`config.mk`:
```
export PLATFORM = sky130hd
export DESIGN_NAME = borrow_lookahead_subtractor_seq
export DESIGN_NICKNAME = d
export VERILOG_FILES = /design/src/rtl/adder_pkg.sv /design/src/rtl/borrow_lookahead_subtractor_seq_bla_slice.sv /design/src/rtl/borrow_lookahead_subtractor_seq.sv
export SDC_FILE = /design/constraint.sdc
export NUM_CORES = 1
export LEC_CHECK = 0
export BUFFER_PORTS_ARGS = -buffer_cell sky130_fd_sc_hd__buf_2
export CAP_MARGIN = 10
export CORE_UTILIZATION = 58
export DETAILED_ROUTE_END_ITERATION = 12
export PLACE_DENSITY = 0.85
export REMOVE_ABC_BUFFERS = 1
export SLEW_MARGIN = 25
export SYNTH_ARGS = -nofsm -noshare
export SYNTH_HDL_FRONTEND = slang
export SYNTH_HIERARCHICAL = 1
export SYNTH_SLANG_ARGS = --single-unit
export TNS_END_PERCENT = 50
```
`constraint.sdc`:
```
create_clock -name clk -period 7.3 [get_ports clk]
set_input_delay 1.46 -clock clk [delete_from_list [all_inputs] [get_ports clk]]
set_output_delay 1.46 -clock clk [all_outputs]
set_load 0.02 [all_outputs]
```
`src/rtl/adder_pkg.sv`:
```
// Shared definitions for the adder/subtractor family: FSM encoding and default datapath sizes.
package adder_pkg;

  localparam int unsigned DEF_WIDTH = 32;
  localparam int unsigned DEF_SLICE = 8;

  typedef enum logic [1:0] {
    IDLE = 2'd0,
    RUN  = 2'd1,
    DONE = 2'd2
  } state_e;

endpackage

```
`src/rtl/borrow_lookahead_subtractor_seq_bla_slice.sv`:
```
// Combinational borrow slice: d = a - b - bin over SLICE bits, with the borrow out of the top bit.
module bla_slice #(
  parameter int unsigned SLICE = 8
) (
  input  logic [SLICE-1:0] a,
  input  logic [SLICE-1:0] b,
  input  logic             bin,
  output logic [SLICE-1:0] d,
  output logic             bout
);

  logic [SLICE-1:0] g;
  logic [SLICE-1:0] p;
  logic             bw;

  // A borrow is generated where a=0,b=1 and passes through where the two bits are equal.
  assign g = ~a & b;
  assign p = ~(a ^ b);

  always_comb begin
    bw = bin;
    d  = '0;
    for (int i = 0; i < SLICE; i++) begin
      d[i] = a[i] ^ b[i] ^ bw;
      bw   = g[i] | (p[i] & bw);
    end
  end

  assign bout = bw;

endmodule

```
`src/rtl/borrow_lookahead_subtractor_seq.sv`:
```
// Multi-cycle subtractor D = A - B - Bin: one SLICE-bit chunk per cycle, LSB first, with the
// inter-chunk borrow held in a register; valid/ready handshakes on both sides.
module borrow_lookahead_subtractor_seq
  import adder_pkg::*;
#(
  parameter int unsigned WIDTH = DEF_WIDTH,
  parameter int unsigned SLICE = DEF_SLICE
) (
  input  logic             clk,
  input  logic             rst,
  input  logic             in_valid,
  output logic             in_ready,
  input  logic [WIDTH-1:0] A,
  input  logic [WIDTH-1:0] B,
  input  logic             Bin,
  output logic             out_valid,
  input  logic             out_ready,
  output logic [WIDTH-1:0] D,
  output logic             Bout,
  output logic             Ovf
);

  localparam int unsigned NSL  = WIDTH / SLICE;
  localparam int unsigned IDXW = (NSL > 1) ? $clog2(NSL) : 1;
  localparam logic [IDXW-1:0] LAST_IDX = IDXW'(NSL - 1);

  if (WIDTH % SLICE != 0) begin : g_bad_slice
    $error("WIDTH must be an integer multiple of SLICE");
  end

  typedef logic [NSL-1:0][SLICE-1:0] word_t;

  state_e          state_q, state_d;
  logic [IDXW-1:0] idx_q, idx_d;
  word_t           a_q, a_d;
  word_t           b_q, b_d;
  word_t           d_q, d_d;
  logic            bw_q, bw_d;
  logic            bout_q, bout_d;
  logic            ovf_q, ovf_d;
  logic            out_valid_q, out_valid_d;

  logic [SLICE-1:0] sl_d;
  logic             sl_bout;

  bla_slice #(.SLICE(SLICE)) u_slice (
    .a    (a_q[idx_q]),
    .b    (b_q[idx_q]),
    .bin  (bw_q),
    .d    (sl_d),
    .bout (sl_bout)
  );

  always_ff @(posedge clk or posedge rst) begin
    if (rst) begin
      state_q     <= IDLE;
      idx_q       <= '0;
      a_q         <= '0;
      b_q         <= '0;
      d_q         <= '0;
      bw_q        <= 1'b0;
      bout_q      <= 1'b0;
      ovf_q       <= 1'b0;
      out_valid_q <= 1'b0;
    end else begin
      state_q     <= state_d;
      idx_q       <= idx_d;
      a_q         <= a_d;
      b_q         <= b_d;
      d_q         <= d_d;
      bw_q        <= bw_d;
      bout_q      <= bout_d;
      ovf_q       <= ovf_d;
      out_valid_q <= out_valid_d;
    end
  end

  always_comb begin
    state_d     = state_q;
    idx_d       = idx_q;
    a_d         = a_q;
    b_d         = b_q;
    d_d         = d_q;
    bw_d        = bw_q;
    bout_d      = bout_q;
    ovf_d       = ovf_q;
    out_valid_d = out_valid_q;

    case (state_q)
      IDLE: begin
        if (in_valid) begin
          state_d = RUN;
          a_d     = A;
          b_d     = B;
          bw_d    = Bin;
          idx_d   = '0;
        end
      end
      RUN: begin
        d_d[idx_q] = sl_d;
        bw_d       = sl_bout;
        idx_d      = idx_q + IDXW'(1);
        if (idx_q == LAST_IDX) begin
          // Last chunk: its top bit is the result MSB, so overflow is decided here.
          idx_d       = '0;
          bout_d      = sl_bout;
          ovf_d       = (a_q[NSL-1][SLICE-1] != b_q[NSL-1][SLICE-1]) &&
                        (sl_d[SLICE-1] != a_q[NSL-1][SLICE-1]);
          out_valid_d = 1'b1;
          state_d     = DONE;
        end
      end
      DONE: begin
        if (out_ready) begin
          out_valid_d = 1'b0;
          state_d     = IDLE;
        end
      end
      default: begin
        state_d     = IDLE;
        out_valid_d = 1'b0;
      end
    endcase
  end

  assign in_ready  = (state_q == IDLE);
  assign out_valid = out_valid_q;
  assign D         = d_q;
  assign Bout      = bout_q;
  assign Ovf       = ovf_q;

endmodule
```
==> results.txt, run 1 <==
- Result of the run: finished, final reports clean
- For this run, the number of Yosys warnings is 6.
- Post-route clock period utilization: 0.671
- Final setup TNS: 0 ps
- CTS tree: yes
- Along the worst path, the maximum fanout reaches 7.
- Via count of the first global-routing pass: 2,968
* Maximum number of pins on one net before global-route repair: 82
* Post-CTS clock slew at the launch and capture registers of the worst setup and hold paths: 100 ps
* Cell leakage power: 2.55 nW
* Synthesized area divided by synthesized cell count: 16.0 sq um
- Summed over all instances, the cell type with the most area after synthesis is sky130_fd_sc_hd__dfrtp_1.
- Total of flip-flops plus latches after synthesis: 104
- The HPWL after detailed placement is 6260 microns.
- In the global route stage, overall resource usage came out at 0.220.
- Time the worst path needs with I/O delays and setup: 4900 ps
- The number of different library cells used by synthesis comes to 25.
* Final instance count without filler cells: 506
- Crit Reg-Reg Startpoint: idx_q[0]
- The number of hold violations in the final report came to 0.
- Average detailed-routed wire length per instance: 16.7 microns
* Commonest cells in the synthesized netlist: sky130_fd_sc_hd__dfrtp_1 (104), sky130_fd_sc_hd__mux2_1 (60), sky130_fd_sc_hd__mux2_2 (37)
* FMAX: ~0.2 GHz
* Layout fillers: 558
- Worst Path Class, Setup: reg2reg
- Setup violations, final: 0
- Source of the worst hold timing path: a_q[28]
- Routability-driven placement finished with a final weighted congestion of 0.765.
- Starting utilization of the core area: 0.602
- Die Footprint: 0.00843 sq mm
* Crit path DAT: 5120 ps
- Worst Tran Pin Value: around 730 ps
* Total Power: roughly 0.0029 W
- Number of cells traversed by the worst register-to-register path: 15
- Of the synthesized area, sequential elements account for 0.556.
* Total DRC errors in the routed layout: 0
* Cell types occupying the most area after synthesis: sky130_fd_sc_hd__dfrtp_1 (56%), sky130_fd_sc_hd__mux2_1 (14%), sky130_fd_sc_hd__mux2_2 (8.9%)
- Number of detailed-routing iterations run before antenna repair: 4
* Core Rows: 32
- Post CTS Setup Buffer Count: 0
- Final net count: 480
- After the first detailed-routing iteration, the DRC count stood at 143.
- Detailed Route WL: roughly 8500 microns
* Count of port buffers added during placement: 104
* Total CTS buffers: 9
- For this run, asynchronously set or reset flops after synthesis account for 1.00.
- Relative to the synthesized area, the layout overhead comes to 16.0%.
- Largest buffer count on any clock path: 2
- After synthesis the cells add up to 0.00468 sq mm.
* Most instantiated library cell after synthesis: sky130_fd_sc_hd__dfrtp_1
- Height of the die: 91.8 microns
- Via density: 5.30
- CTS saw 104 sinks.
* Width of the die: 91.8 microns
* Count of cells resized by post-cts repair: 0
- Clk_lat worst skew: 360 ps
- Hold Path Depth: 1
- Counting flops with a built-in enable in the synthesized netlist gives 0.
* WHS Endpoint: a_q[28]
- In this run the tightest slew margin relative to its limit is 0.511.
- In this run the clock root is driven by a sky130_fd_sc_hd__clkbuf_8.
- STA classifies the critical path startpoint as a flop.
- The clock tree synthesis step divided the H-tree into 3 levels.
- Including well taps, the total number of placed cells is 490.
* First-pass GRT wire length: approximately 14,000 microns
* Class of the worst hold path: reg2reg
- Register area: 0.00260 sq mm
* Worst hold margin: 486 ps
- For this run, the leading register cell type out of synthesis is sky130_fd_sc_hd__dfrtp_1.
* Combined area of the multi-input logic cells: around 0.0018 sq mm
- Area inside the core boundary: between 0.007 and 0.008 sq mm
- The number of antenna diodes in the final layout is 0.
- After clock tree synthesis, the flow added hold-fix buffers numbering 0.
- # IOs: approximately 110
* Setup slack on the worst flop-to-flop path: 2400 ps
* Worst VDD drop: 0.219 mV
- Summed over all layers, the global routing overflow is 0.
- Of the post-synthesis cell area, the dominant cell type holds 0.556.
* Endpoint of the worst-slack reg-to-reg timing path: Ovf
* Ratio of total power to cell area: 539 mW/mm^2
* Share of post-route cells with drive strength above 1: 0.450
- In this run the remaining antenna-violating nets after routing total 0.
- Number of violations of the max-capacitance limit: 0
* Gate count after technology mapping: 293
* Worst path required time: 7520 ps
* Endpoint class of the critical path: flop
- The number of antenna violations at the first check in global routing is 0.
- The final max-slew violation count is 0.
- DR vias: 2,680
* Worst clock skew: 12.5 ps
* RSZ-0062 raised after global routing: no
## stage by stage
| step | setup WS (ps) | util | instance area (sq um) |
|---|---|---|---|
| final | 2400 | 0.699 | 5430 |
| after global routing | 2160 | 0.699 | 5430 |
| after CTS | 2400 | 0.698 | 5420 |
| after detailed placement | 2420 | 0.673 | 5230 |
| after global placement | 2520 | 0.673 | 5230 |
| after floorplan | 2250 | - | 4530 |
## routing by layer
metal / routed length [microns] / global-route usage
met1: 3740 / 0.300
met2: 4270 / 0.369
met3: 274 / 0.0224
met4: 167 / 0.0846
met5: 0 / 0
## report_power, final
group          total (W)  internal (W)  switching [W]
Combinational    0.00152      0.000725       0.000793
Clock           0.000355      0.000168       0.000187
Sequential       0.00105      0.000884       0.000167
Total            0.00292       0.00178        0.00115
## logic make-up (layout without fill, tap and decap cells)
group / Yosys count / in the layout / share of synthesized area
AO/OA/AOI/OAI: 11 / 11 / 0.0147
adder cells (fa/ha/maj): 12 / 12 / 0.0449
AND/OR/NAND/NOR: 15 / 15 / 0.0217
multiplexers: 114 / 114 / 0.313
flip-flops: 104 / 104 / 0.556
buffers and inverters: 37 / 148 / 0.0497
## worst max-delay path, cell delays in order, from the launching register on
cell	delay [ps]
sky130_fd_sc_hd__dfrtp_1	590
sky130_fd_sc_hd__mux4_2	550
sky130_fd_sc_hd__inv_1	90
sky130_fd_sc_hd__fa_1	160
sky130_fd_sc_hd__inv_1	50
sky130_fd_sc_hd__fa_1	370
sky130_fd_sc_hd__fa_1	390
sky130_fd_sc_hd__fa_1	410
sky130_fd_sc_hd__fa_1	390
sky130_fd_sc_hd__fa_1	390
sky130_fd_sc_hd__fa_1	370
sky130_fd_sc_hd__inv_1	80
sky130_fd_sc_hd__fa_1	490
sky130_fd_sc_hd__and3b_1	220
sky130_fd_sc_hd__a21oi_1	120
sky130_fd_sc_hd__o21ai_0	90
## sequential cells by signal, summed over array words and instances, names as in the netlist
name / cells
Bout: 1
D: 32
Ovf: 1
a_q: 32
b_q: 32
bw_q: 1
idx_q: 2
out_valid: 1
state_q: 2
## area by class of cell
type	count	area share
Clock buffer	11	0.0260
Timing Repair Buffer	109	0.104
Inverter	23	0.0164
Clock inverter	5	0.0104
Tap cell	102	0.0235
Multi-Input combinational cell	152	0.341
Sequential cell	104	0.479
## worst max path at each step
stage                     endpoint  depth (start not counted)      from
after detailed placement       Ovf                         15  idx_q[0]
after floorplan                Ovf                         15  idx_q[0]
final                          Ovf                         15  idx_q[0]
after global routing           Ovf                         15  idx_q[0]
after CTS                      Ovf                         15  idx_q[0]
after global placement         Ovf                         15  idx_q[0]
## cell usage in the layout (no fill, tap or decap), types with 5 or more instances in the layout
cell	count
sky130_fd_sc_hd__buf_2	104
sky130_fd_sc_hd__inv_1	22
sky130_fd_sc_hd__nor2_1	5
sky130_fd_sc_hd__mux2_2	37
sky130_fd_sc_hd__fa_1	8
sky130_fd_sc_hd__mux2_1	60
sky130_fd_sc_hd__clkbuf_8	10
sky130_fd_sc_hd__mux4_2	16
sky130_fd_sc_hd__dfrtp_1	104
(Power assumes the default switching activity.)
==> run 2, diff against run 1 <==
Settings changed: CORE_UTILIZATION 58 to 49, PLACE_DENSITY 0.85 to 0.76.
Clock period 7.3 ns to 4.4 ns, I/O delays scaled along.
==> run 2 against run 1 <==
Sequential cell count unchanged. Combinational power increased by 81%. Sequential power is 65% higher. Critical path type unchanged. Critical endpoint is now D[7].
==> results.txt, run 2 (synthesis results as in run 1) <==
- The total routing resource utilization after global routing was 0.197 (-0.0226).
- The horizontal die dimension came to 99.7 microns (+8.6%).
* Worst path required time: 4640 ps (-2880 ps)
- Crit path DAT: 4620 ps (-500 ps)
- The maximum level of the CTS H-tree came to 3 (unchanged).
* Average detailed-routed wire length per instance: 16.3 microns (-2.7%)
- The detailed-route vias per instance is 5.00 (-5.7%).
* Peak fanout along the critical path: 3 (-4)
- The via count of the first global-routing pass was 2,947 (-0.71%).
* Post-CTS clock slew at the launch and capture registers of the worst setup and hold paths: 90 ps (about the same)
* Total DRC errors in the routed layout: 0 (unchanged)
- The I/O pin count is 105 (unchanged).
- The worst setup path is captured at a flop.
* Setup violations, final: 0 (unchanged)
- The worst setup path is launched from a flop.
- Reported net switching power: 0.00197 W (+72%)
- Source of the worst hold timing path: b_q[22]
* Worst Path Class, Setup: reg2reg
* Clock network fraction of total power: 0.117 (-0.004)
* Post-DP HPWL: 6490 microns (+3.6%)
* Height of the die: 99.7 microns (+8.6%)
- The antenna violation net count after detailed routing was 0 (unchanged).
- The global route total overflow was 0 (unchanged).
- Count of port buffers added during placement: 104 (unchanged)
- Total CTS buffers: 9 (unchanged)
- Switching Fraction: 0.388 (-0.00384)
- The site row count came to 35 (+9.4%).
- Cell leakage power: 2.56 nW (+0.37%)
- Setup slack on the worst flop-to-flop path: 20 ps (-2380 ps)
* Placed instance area: 0.00530 sq mm (+1.4%)
- The area of the die came to 0.00994 sq mm (+18%).
- The final critical path time including I/O delays and setup was 4380 ps (-516 ps).
- Max Slew Vio Count: 0 (unchanged)
* # placed instances: 522 (+6.5%)
* Starting utilization of the core area: 0.506 (-0.0960)
* Hold buffers post-CTS: 0 (unchanged)
- The slowest stage of the critical path belongs to the cell sky130_fd_sc_hd__mux4_2.
* Detailed Route WL: 8760 microns (+3.7%)
* Maximum number of pins on one net before global-route repair: 68 (-17%)
* Internal portion of total power: 0.00310 W (+74%)
- Final weighted congestion of routability-driven global placement: 0.718 (-6.2%)
- The clock insertion delay at the later pin of the skew report was 350 ps (about the same).
- Combinational share of power: 0.543 (+0.024)
- In the layout the commonest cells are sky130_fd_sc_hd__dfrtp_1 (104), sky130_fd_sc_hd__buf_2 (104), sky130_fd_sc_hd__mux2_1 (60), sky130_fd_sc_hd__mux2_2 (37), sky130_fd_sc_hd__inv_1 (20).
* Worst hold margin: 488 ps (+1.90 ps)
* Initial drt markers: 83 (-42%)
* FMAX: 0.228 GHz (+12%)
- The area growth from synthesis to layout is 17.9%.
- Largest buffer count on any clock path: 2 (unchanged)
* Highest cell delay on the worst timing path: 510 ps (-80 ps)
- The number of nets at the end of the flow was 485 (+1.0%).
- Final Cell Area: 0.00551 sq mm (+1.6%)
- Share of post-route cells with drive strength above 1: 0.474 (+0.0238)
- The worst hold path terminates at b_q[22].
- Crit Reg-Reg Startpoint: idx_q[0]
- The number of hold violations in the final report came to 0 (unchanged).
- CTS Root Buffer Type: sky130_fd_sc_hd__clkbuf_8
* RSZ-0062 raised after global routing: yes
- The transition time at the pin with the least slew margin is 793 ps (+60.2 ps).
- TritonCTS built the clock tree.
* Post-route clock period utilization: 0.996 (+0.325)
* DR vias: 2,693 (+0.49%)
* Critical Path, Cell by Cell: mux4_2, inv_2, fa_1, inv_1, fa_2, fa_2, fa_2, fa_2, fa_2, fa_2, inv_2, fa_1, buf_4, mux2_2
* Hold Path Depth: 1 (unchanged)
- Sink Count: 104 (unchanged)
- The number of buffers inserted by post-CTS setup repair was 0 (unchanged).
- The endpoint identified for the worst register-to-register timing path is D[7].
- Area inside the core boundary: 0.00924 sq mm (+19%)
- The power density of the placed cells is 919 mW/mm^2 (+71%).
- The proportion of power drawn by flip-flops and latches is 0.341 (-0.018).
- The maximum vdd ir drop is 0.327 mV (+49%).
- The cell that appears most often on the critical path is sky130_fd_sc_hd__fa_2.
- Final instance count without filler cells: 539 (+6.5%)
- Headroom to the max-slew limit: 0.471 (-0.0391)
- Class of the worst hold path: reg2reg
* Number of cells traversed by the worst register-to-register path: 14 (-1)
- The wire length of the first global-routing pass came to 14,700 microns (+4.9%).
* Result of the run: finished, final reports clean
* Number of detailed-routing iterations run before antenna repair: 4 (unchanged)
- The worst clock skew came to 13.6 ps (+1.13 ps).
- Antenna violations before repair: 1 (+1)
- The number of max-cap violations is 0 (unchanged).
run 2: changes by cell type in the layout (fill, tap and decap cells not counted), moves of 2 or more:
cell,previous run,this run
sky130_fd_sc_hd__fa_1,8,2
sky130_fd_sc_hd__inv_1,22,20
sky130_fd_sc_hd__buf_4,4,10
sky130_fd_sc_hd__clkinv_2,2,0
sky130_fd_sc_hd__inv_2,0,2
sky130_fd_sc_hd__fa_2,0,6
run 2: how the worst max path moves through the flow:
stage	start	endpoint	slack, ps	cells past startpoint
finish	idx_q[0]	D[7]	20	14
global route	idx_q[0]	D[15]	-130	14
CTS	idx_q[0]	D[7]	10	14
detailed placement	idx_q[0]	Ovf	-250	16
global placement	idx_q[0]	D[23]	-140	14
floorplan	idx_q[0]	Ovf	-650	15
run 2: final cells by class:
cell class | instances | area [sq um]
inverters | 23 | 88.8
multi-input cells | 152 | 1860
diodes | 1 | 2.50
well taps | 129 | 161
flip-flops and latches | 104 | 2600
clock inverters | 4 | 53.8
repair buffers | 114 | 596
clock buffers | 12 | 145
fillers | 769 | 3730
run 2: critical path, delay by kind of cell (launching register included):
kind / cells / cell delay [ps]
adders and majority gates: 8 / 2770
muxes: 2 / 760
DFF: 1 / 380
buffers and inverters: 4 / 340
run 2: what timing repair did:
action / CTS / global route
gates resized for setup: 8 / 1
endpoints found under the setup margin: 5 / 5
pin swaps: 3 / 3
cloned: 0 / 0
run 2: metal layers:
| metal | vias up | global-route usage | share of wire |
|---|---|---|---|
| met4 | 0 | 0.0792 | 0.017 |
| met2 | 64 | 0.329 | 0.51 |
| li1 | 1253 | - | - |
| met1 | 1365 | 0.254 | 0.43 |
| met5 | - | 0 | 0 |
| met3 | 11 | 0.0379 | 0.039 |
run 2: power by group through the flow:
stage / logic (W) / clock network [W] / registers, W
2_1_floorplan: 0.00163 / 0 / 0.00192
5_1_grt: 0.00304 / 0.000648 / 0.00179
6_report: 0.00275 / 0.000592 / 0.00173
3_5_place_dp: 0.00272 / 0 / 0.00175
3_3_place_gp: 0.00261 / 0 / 0.00173
4_1_cts: 0.00277 / 0.000615 / 0.00173
run 2: stage by stage:
stage               setup WS [ps]  total power [W]   util  TNS (ps)
global placement             -137          0.00434  0.573      -676
floorplan                    -650          0.00355      -     -4010
global route                 -126          0.00548  0.597      -576
detailed placement           -253          0.00447  0.573     -1080
finish                       17.0          0.00507  0.597         0
CTS                          10.5          0.00512  0.596         0
